File: src/rtl/acc_fifo_arbiter_pkg.sv
// ============================================================================
// Module : acc_pkg
// Brief  : Shared constants and FSM encoding for the ACC FIFO arbiter slice.
// Rev    : 1.0  initial release
// ============================================================================
`default_nettype none

package acc_pkg;

  localparam int ACC_DATA_W     = 32;
  localparam int ACC_FIFO_DEPTH = 4;
  localparam int ACC_NUM_LANES  = 4;
  localparam int ACC_LANE_W     = $clog2(ACC_NUM_LANES);
  localparam int ACC_LEVEL_W    = $clog2(ACC_FIFO_DEPTH + 1);

  typedef logic [1:0] acc_state_t;

  localparam logic [1:0] ST_RUN   = 2'd0;
  localparam logic [1:0] ST_DRAIN = 2'd1;
  localparam logic [1:0] ST_DONE  = 2'd2;

endpackage

`default_nettype wire

File: src/rtl/acc_fifo_arbiter_if.sv
// ============================================================================
// Module : acc_fifo_arbiter_if
// Brief  : Lane, flush, FIFO and write-back signals of the ACC FIFO arbiter.
// Rev    : 1.0  initial release
// ============================================================================
`default_nettype none

interface acc_fifo_arbiter_if #(
  parameter int DATA_WIDTH  = acc_pkg::ACC_DATA_W,
  parameter int NUM_LANES   = acc_pkg::ACC_NUM_LANES,
  parameter int LEVEL_WIDTH = acc_pkg::ACC_LEVEL_W
);

  logic [NUM_LANES-1:0]            lane_req;
  logic [NUM_LANES*DATA_WIDTH-1:0] lane_data;
  logic [NUM_LANES-1:0]            lane_ack;
  logic                            flush;
  logic                            flush_done;
  logic                            fifo_push;
  logic [DATA_WIDTH-1:0]           fifo_din;
  logic                            fifo_pop;
  logic                            fifo_full;
  logic                            fifo_empty;
  logic [DATA_WIDTH-1:0]           fifo_dout;
  logic                            out_valid;
  logic [DATA_WIDTH-1:0]           out_data;
  logic                            out_ready;
  logic [LEVEL_WIDTH-1:0]          level;
  logic                            err_sync;

  // The arbiter is the slave; lanes, FIFO and write-back together form the master.
  modport slave (
    input  lane_req, lane_data, flush, fifo_full, fifo_empty, fifo_dout, out_ready,
    output lane_ack, flush_done, fifo_push, fifo_din, fifo_pop, out_valid, out_data,
           level, err_sync
  );

  modport master (
    output lane_req, lane_data, flush, fifo_full, fifo_empty, fifo_dout, out_ready,
    input  lane_ack, flush_done, fifo_push, fifo_din, fifo_pop, out_valid, out_data,
           level, err_sync
  );

endinterface

`default_nettype wire

File: src/rtl/acc_fifo_arbiter_rr_arbiter.sv
// ============================================================================
// Module : rr_arbiter
// Brief  : Combinational round-robin picker: first request at or after i_ptr.
// Rev    : 1.0  initial release
// ============================================================================
`default_nettype none

module rr_arbiter #(
  parameter int NUM_LANES  = 4,
  parameter int LANE_WIDTH = 2
) (
  input  logic [NUM_LANES-1:0]  i_req,
  input  logic [LANE_WIDTH-1:0] i_ptr,
  output logic [NUM_LANES-1:0]  o_grant,
  output logic [LANE_WIDTH-1:0] o_idx,
  output logic                  o_valid
);

  int                    w_sum;
  logic [LANE_WIDTH-1:0] w_j;

  always_comb begin
    o_grant = '0;
    o_idx   = '0;
    o_valid = 1'b0;
    w_sum   = 0;
    w_j     = '0;
    for (int k = 0; k < NUM_LANES; k++) begin
      w_sum = int'(i_ptr) + k;
      w_j   = LANE_WIDTH'(w_sum % NUM_LANES);
      if (!o_valid && i_req[w_j]) begin
        o_valid      = 1'b1;
        o_grant[w_j] = 1'b1;
        o_idx        = w_j;
      end
    end
  end

endmodule

`default_nettype wire

File: src/rtl/acc_fifo_arbiter.sv
// ============================================================================
// Module : acc_fifo_arbiter
// Brief  : Owns push/pop of the shared ACC FIFO: lane arbitration, drain, flush.
// Rev    : 1.0  initial release
// ============================================================================
`default_nettype none

module acc_fifo_arbiter
  import acc_pkg::*;
#(
  parameter int DATA_WIDTH  = ACC_DATA_W,
  parameter int NUM_LANES   = ACC_NUM_LANES,
  parameter int LANE_WIDTH  = ACC_LANE_W,
  parameter int BUFFER_SIZE = ACC_FIFO_DEPTH,
  parameter int LEVEL_WIDTH = ACC_LEVEL_W
) (
  input logic               clk,
  input logic               aclr,
  acc_fifo_arbiter_if.slave bus
);

  acc_state_t             r_state;
  logic [LANE_WIDTH-1:0]  r_ptr;
  logic [LEVEL_WIDTH-1:0] r_level;
  logic                   r_err;

  logic                   w_lvl_full;
  logic                   w_lvl_empty;
  logic                   w_push_en;
  logic [NUM_LANES-1:0]   w_req;
  logic [NUM_LANES-1:0]   w_grant;
  logic [LANE_WIDTH-1:0]  w_idx;
  logic                   w_push;
  logic                   w_valid;
  logic                   w_pop;
  logic [DATA_WIDTH-1:0]  w_din;

  assign w_lvl_full  = (r_level == LEVEL_WIDTH'(BUFFER_SIZE));
  assign w_lvl_empty = (r_level == '0);

  // Push uses the pre-pop full flag, so a same-cycle pop never opens a slot.
  assign w_push_en = ~aclr & (r_state == ST_RUN) & ~bus.fifo_full & ~w_lvl_full;
  assign w_req     = bus.lane_req & {NUM_LANES{w_push_en}};

  rr_arbiter #(
    .NUM_LANES  (NUM_LANES),
    .LANE_WIDTH (LANE_WIDTH)
  ) u_rr_arbiter (
    .i_req   (w_req),
    .i_ptr   (r_ptr),
    .o_grant (w_grant),
    .o_idx   (w_idx),
    .o_valid (w_push)
  );

  always_comb begin
    w_din = '0;
    if (w_push) begin
      w_din = bus.lane_data[int'(w_idx)*DATA_WIDTH +: DATA_WIDTH];
    end
  end

  assign w_valid = ~bus.fifo_empty & ~aclr;
  assign w_pop   = w_valid & bus.out_ready & ~w_lvl_empty;

  assign bus.lane_ack   = w_grant;
  assign bus.fifo_push  = w_push;
  assign bus.fifo_din   = w_din;
  assign bus.fifo_pop   = w_pop;
  assign bus.out_valid  = w_valid;
  assign bus.out_data   = bus.fifo_dout;
  assign bus.level      = r_level;
  assign bus.err_sync   = r_err;
  assign bus.flush_done = (r_state == ST_DONE) & ~aclr;

  always_ff @(posedge clk) begin
    if (aclr) begin
      r_ptr <= '0;
    end else if (w_push) begin
      r_ptr <= (int'(w_idx) == NUM_LANES - 1) ? '0 : w_idx + 1'b1;
    end
  end

  always_ff @(posedge clk) begin
    if (aclr) begin
      r_level <= '0;
    end else begin
      case ({w_push, w_pop})
        2'b10:   r_level <= r_level + 1'b1;
        2'b01:   r_level <= r_level - 1'b1;
        default: r_level <= r_level;
      endcase
    end
  end

  always_ff @(posedge clk) begin
    if (aclr) begin
      r_err <= 1'b0;
    end else if ((w_lvl_full != bus.fifo_full) || (w_lvl_empty != bus.fifo_empty)) begin
      r_err <= 1'b1;
    end
  end

  // DRAIN exits on the registered level, which already counts the flush-cycle push.
  always_ff @(posedge clk) begin
    if (aclr) begin
      r_state <= ST_RUN;
    end else begin
      case (r_state)
        ST_RUN:   if (bus.flush) r_state <= ST_DRAIN;
        ST_DRAIN: if (w_lvl_empty && !w_push) r_state <= ST_DONE;
        ST_DONE:  r_state <= ST_RUN;
        default:  r_state <= ST_RUN;
      endcase
    end
  end

endmodule

`default_nettype wire
File: src/flat_wrapper.sv
// flat-port wrapper written by rule: the top's interface ports become plain ports
module acc_fifo_arbiter_flat import acc_pkg::*;
#(
  parameter int DATA_WIDTH  = ACC_DATA_W,
  parameter int NUM_LANES   = ACC_NUM_LANES,
  parameter int LANE_WIDTH  = ACC_LANE_W,
  parameter int BUFFER_SIZE = ACC_FIFO_DEPTH,
  parameter int LEVEL_WIDTH = ACC_LEVEL_W
)
  (clk, aclr, bus_lane_req, bus_lane_data, bus_flush, bus_fifo_full, bus_fifo_empty, bus_fifo_dout, bus_out_ready, bus_lane_ack, bus_flush_done, bus_fifo_push, bus_fifo_din, bus_fifo_pop, bus_out_valid, bus_out_data, bus_level, bus_err_sync);
  acc_fifo_arbiter_if #(.DATA_WIDTH(DATA_WIDTH), .NUM_LANES(NUM_LANES), .LEVEL_WIDTH(LEVEL_WIDTH)) bus_i ();
  input logic clk;
  input logic aclr;
  input wire logic [$bits(bus_i.lane_req)-1:0] bus_lane_req;
  input wire logic [$bits(bus_i.lane_data)-1:0] bus_lane_data;
  input wire logic [$bits(bus_i.flush)-1:0] bus_flush;
  input wire logic [$bits(bus_i.fifo_full)-1:0] bus_fifo_full;
  input wire logic [$bits(bus_i.fifo_empty)-1:0] bus_fifo_empty;
  input wire logic [$bits(bus_i.fifo_dout)-1:0] bus_fifo_dout;
  input wire logic [$bits(bus_i.out_ready)-1:0] bus_out_ready;
  output wire logic [$bits(bus_i.lane_ack)-1:0] bus_lane_ack;
  output wire logic [$bits(bus_i.flush_done)-1:0] bus_flush_done;
  output wire logic [$bits(bus_i.fifo_push)-1:0] bus_fifo_push;
  output wire logic [$bits(bus_i.fifo_din)-1:0] bus_fifo_din;
  output wire logic [$bits(bus_i.fifo_pop)-1:0] bus_fifo_pop;
  output wire logic [$bits(bus_i.out_valid)-1:0] bus_out_valid;
  output wire logic [$bits(bus_i.out_data)-1:0] bus_out_data;
  output wire logic [$bits(bus_i.level)-1:0] bus_level;
  output wire logic [$bits(bus_i.err_sync)-1:0] bus_err_sync;
  assign bus_i.lane_req = bus_lane_req;
  assign bus_i.lane_data = bus_lane_data;
  assign bus_i.flush = bus_flush;
  assign bus_i.fifo_full = bus_fifo_full;
  assign bus_i.fifo_empty = bus_fifo_empty;
  assign bus_i.fifo_dout = bus_fifo_dout;
  assign bus_i.out_ready = bus_out_ready;
  assign bus_lane_ack = bus_i.lane_ack;
  assign bus_flush_done = bus_i.flush_done;
  assign bus_fifo_push = bus_i.fifo_push;
  assign bus_fifo_din = bus_i.fifo_din;
  assign bus_fifo_pop = bus_i.fifo_pop;
  assign bus_out_valid = bus_i.out_valid;
  assign bus_out_data = bus_i.out_data;
  assign bus_level = bus_i.level;
  assign bus_err_sync = bus_i.err_sync;
  acc_fifo_arbiter #(.DATA_WIDTH(DATA_WIDTH), .NUM_LANES(NUM_LANES), .LANE_WIDTH(LANE_WIDTH), .BUFFER_SIZE(BUFFER_SIZE), .LEVEL_WIDTH(LEVEL_WIDTH)) u_core (.clk(clk), .aclr(aclr), .bus(bus_i));
endmodule
File: config.mk
export PLATFORM = sky130hd
export DESIGN_NAME = acc_fifo_arbiter_flat
export DESIGN_NICKNAME = d
export VERILOG_FILES = /design/src/rtl/acc_fifo_arbiter_pkg.sv /design/src/rtl/acc_fifo_arbiter_if.sv /design/src/rtl/acc_fifo_arbiter_rr_arbiter.sv /design/src/rtl/acc_fifo_arbiter.sv /design/src/flat_wrapper.sv
export SDC_FILE = /design/constraint.sdc
export NUM_CORES = 1
export LEC_CHECK = 0
export CAP_MARGIN = 20
export CORE_AREA = 2 2 100 102
export CTS_CLUSTER_DIAMETER = 40
export DETAILED_ROUTE_END_ITERATION = 6
export DIE_AREA = 0 0 102 104
export HOLD_SLACK_MARGIN = 0.06
export PLACE_DENSITY = 0.86
export SLEW_MARGIN = 25
export SYNTH_ARGS = -nofsm -noshare
export SYNTH_HDL_FRONTEND = slang
export SYNTH_SLANG_ARGS = --single-unit
File: constraint.sdc
create_clock -name clk -period 4.7 [get_ports clk]
set_clock_uncertainty 0.1 [all_clocks]
set_input_delay 1.175 -clock clk [delete_from_list [all_inputs] [get_ports clk]]
set_output_delay 1.175 -clock clk [all_outputs]
set_load 0.01 [all_outputs]
==> reports/metrics.yaml <==
synthesis:
  netlist_instances: 438
  syn-cell-area_um2: 3346
  post_synth.cell_area_avg_um2: 7.639
  ys_ff_latch: 8
  synth_fp_nets: 614
  synthFlopType: "dfxtp_1"
  yosysSeqAreaShare: 0.04787
  synth_edf_count: 0
  yosysUniqueCellTypes: 54
  ys_warn_count: 0
  synth-async-reset-ratio: 0
finish:
  mostFrequentLayoutCells: "clkdlybuf4s50_1 (141), buf_4 (50), inv_1 (36)"
  post_layout_nonfiller_instances: 744
  postLayoutCoreUtil: 0.6166
  n_antenna_cell: 0
  layout.cells.most_common: "clkdlybuf4s50_1"
  design.final.nets: 789
  multiInputGateArea_um2: 2900
  syn_to_final_growth_pct: 75.99
  share_of_post_route_cells_with_drive_strength_above_1: 0.3061
  layout_filler_cell_count: 768
  finish.instance_area_um2: 5888
  regArea_um2: 160.2
critical_path:
  path_class: "in -> out"
  worst_setup_path_end_kind: "output pin"
  cp_common_cell: "buf_4"
  crit_path_start_kind: "input port"
  timing.critical_path.cells: "dlygate4sd2_1, mux4_2, nor2b_4, o211a_4, buf_6, buf_4, buf_4, nor4_1, buf_4, a211oi_2, buf_2"
  critical-path-top-delay-family: "buffers and inverters"
  critical_path.max_fanout: 6
  timing.critical_path.arrival_ns: 3.41
  wp_data_required_ns: 3.42
  slowest_delay_ns: 0.49
  worst_path_buffer_plus_inverter_count: 6
  critical_path.slowest_cell: "mux4_2"
cts:
  clk_pin_slew_ns: 0.04
  clock_tree_from_tritoncts: "yes"
  cts_inserted_buffers: 3
  worst_skew_pair.late_latency_ns: 0.23
  tritoncts_num_sinks: 8
  cts-htree-levels: 1
  cts.root.buffer_cell: "clkbuf_8"
  cts.hold.buffers_added: 0
  cts.path.max_buffers: 2
sta:
  final.hold.worst_slack_ns: 0.3991
  fin_tns_setup_ns: 0
  timing.max_slew.rel_slack: 0.5966
  tightest_pin_transition_ns: 0.5898
  timing.final.max_slew_violations: 0
  finalSetupViolations: 0
  minimum_clock_period_ns: 4.682
  timing.final.ws_setup_ns: 0.01823
  finalHoldViolations: 0
  period_share: 0.9961
  fmax_ghz: 0.2136
placement:
  gp_congestion: 0.9037
  dpl-instance-area_um2: 5396
  post-dp-hpwl_um: 10690
  dp_slack_ns: -0.5345
  post-place-cells: 722
  io_buffers: 181
detailed_routing:
  drc_errors: 0
  drt_iter0_markers: 381
  via_per_inst: 6.219
  drt-pass1-iter-count: 5
  ant_nets: 0
  via_count: 4627
  drt-total-wl_um: 15370
  avgRoutedWirePerCell_um: 20.65
floorplanning:
  initial_utilization: 0.3504
  num_io_pins: 246
  core_region_area_um2: 9549
  floorplan.die.width_um: 102
  die_y_um: 104
  floorplan.rows: 36
  design.die.area_um2: 10610
hold_path:
  hp-class: "reg -> reg"
global_route:
  globalRoute.totalOverflow: 0
  pin_count_of_the_biggest_net_entering_global_routing: 45
  grt_pass1_vias: 4615
  global_route_wire_length_before_repair_um: 23820
  globalRouteTotalUtil: 0.2736
  number_of_antenna_violations_at_the_first_check_in_global_routing: 0
pwr:
  max-vdd-ir-drop_mv: 0.08720
  total_power_mw: 1.115
  total_leakage_power_nw: 2.370
  power_density_nw_per_um2: 189.4
run:
  drv.max_cap_violation_count: 0
status:
  status: "completed"
layer usage:
metal,GRT usage,wire length (um),up-vias
li1,-,-,2058
met1,0.3463,6005,2230
met2,0.4723,7776,275
met3,0.02823,1081,64
met4,0.1000,501,0
met5,0,0,-
power by group:
part	internal (mW)	total, mW	switching [mW]
Combinational	0.460	0.946	0.486
Sequential	0.0753	0.0871	0.0118
Clock	0.0555	0.0825	0.0270
worst paths after layout:
check        slack, ns  depth (start not counted)                   to         startpoint
min               0.40                          1    u_core.r_state[0]  u_core.r_state[1]
min reg2reg       0.40                          1    u_core.r_state[0]  u_core.r_state[1]
max               0.02                         11      bus_fifo_din[6]    bus_lane_req[2]
max reg2reg       0.93                         13  u_core.bus.level[2]    u_core.r_ptr[1]
cell usage after synthesis (all sizes together), types with 2 or more instances:
master / n / area [um^2]
buf: 46 / 342.8
clkbuf: 39 / 146.4
inv: 37 / 138.9
o21ai: 35 / 175.2
a211oi: 33 / 392.9
mux2i: 33 / 330.3
nand3: 31 / 155.2
nor4: 31 / 193.9
o2111a: 31 / 349.1
o221ai: 31 / 271.5
nor2: 16 / 60.06
dfxtp: 8 / 160.2
ha: 5 / 62.56
a21oi: 4 / 20.02
a221o: 4 / 40.04
a22oi: 4 / 30.03
mux4: 4 / 90.09
nor2b: 3 / 18.77
nor3: 3 / 15.01
nor3b: 3 / 22.52
or3: 3 / 18.77
a2111oi: 2 / 17.52
a221oi: 2 / 17.52
nand2: 2 / 7.510
nand2b: 2 / 20.02
nand3b: 2 / 15.01
o211a: 2 / 20.02
o21bai: 2 / 15.01
or2: 2 / 12.52
xor2: 2 / 17.52
logic make-up (layout without fill, tap and decap cells):
kind of cell,Yosys count,after routing,synth area share
AO/OA/AOI/OAI,158,158,0.4297
buffers and inverters,122,295,0.1877
AND/OR/NAND/NOR,103,103,0.1732
multiplexers,38,38,0.1290
flip-flops,8,8,0.04787
adder cells (fa/ha/maj),6,6,0.02468
XOR/XNOR,3,3,0.007855
sequential cells by signal, indices dropped and copies added, names as in the netlist:
register	flops
u_core.bus.level	3
u_core.r_ptr	2
u_core.r_state	2
u_core.bus.err_sync	1
timing repair:
item	in CTS	in global routing
gates resized for setup	146	48
cloned	2	0
endpoints found under the setup margin	37	25
setup buffers	11	6
pin swaps	7	7
final cells by class:
class,count,area share
clock buffers,3,0.007012
inverters,37,0.02359
multi-input cells,308,0.4926
flip-flops and latches,8,0.02720
well taps,133,0.02826
repair buffers,255,0.4214
No activity file was read; power rests on OpenSTA's default activity.
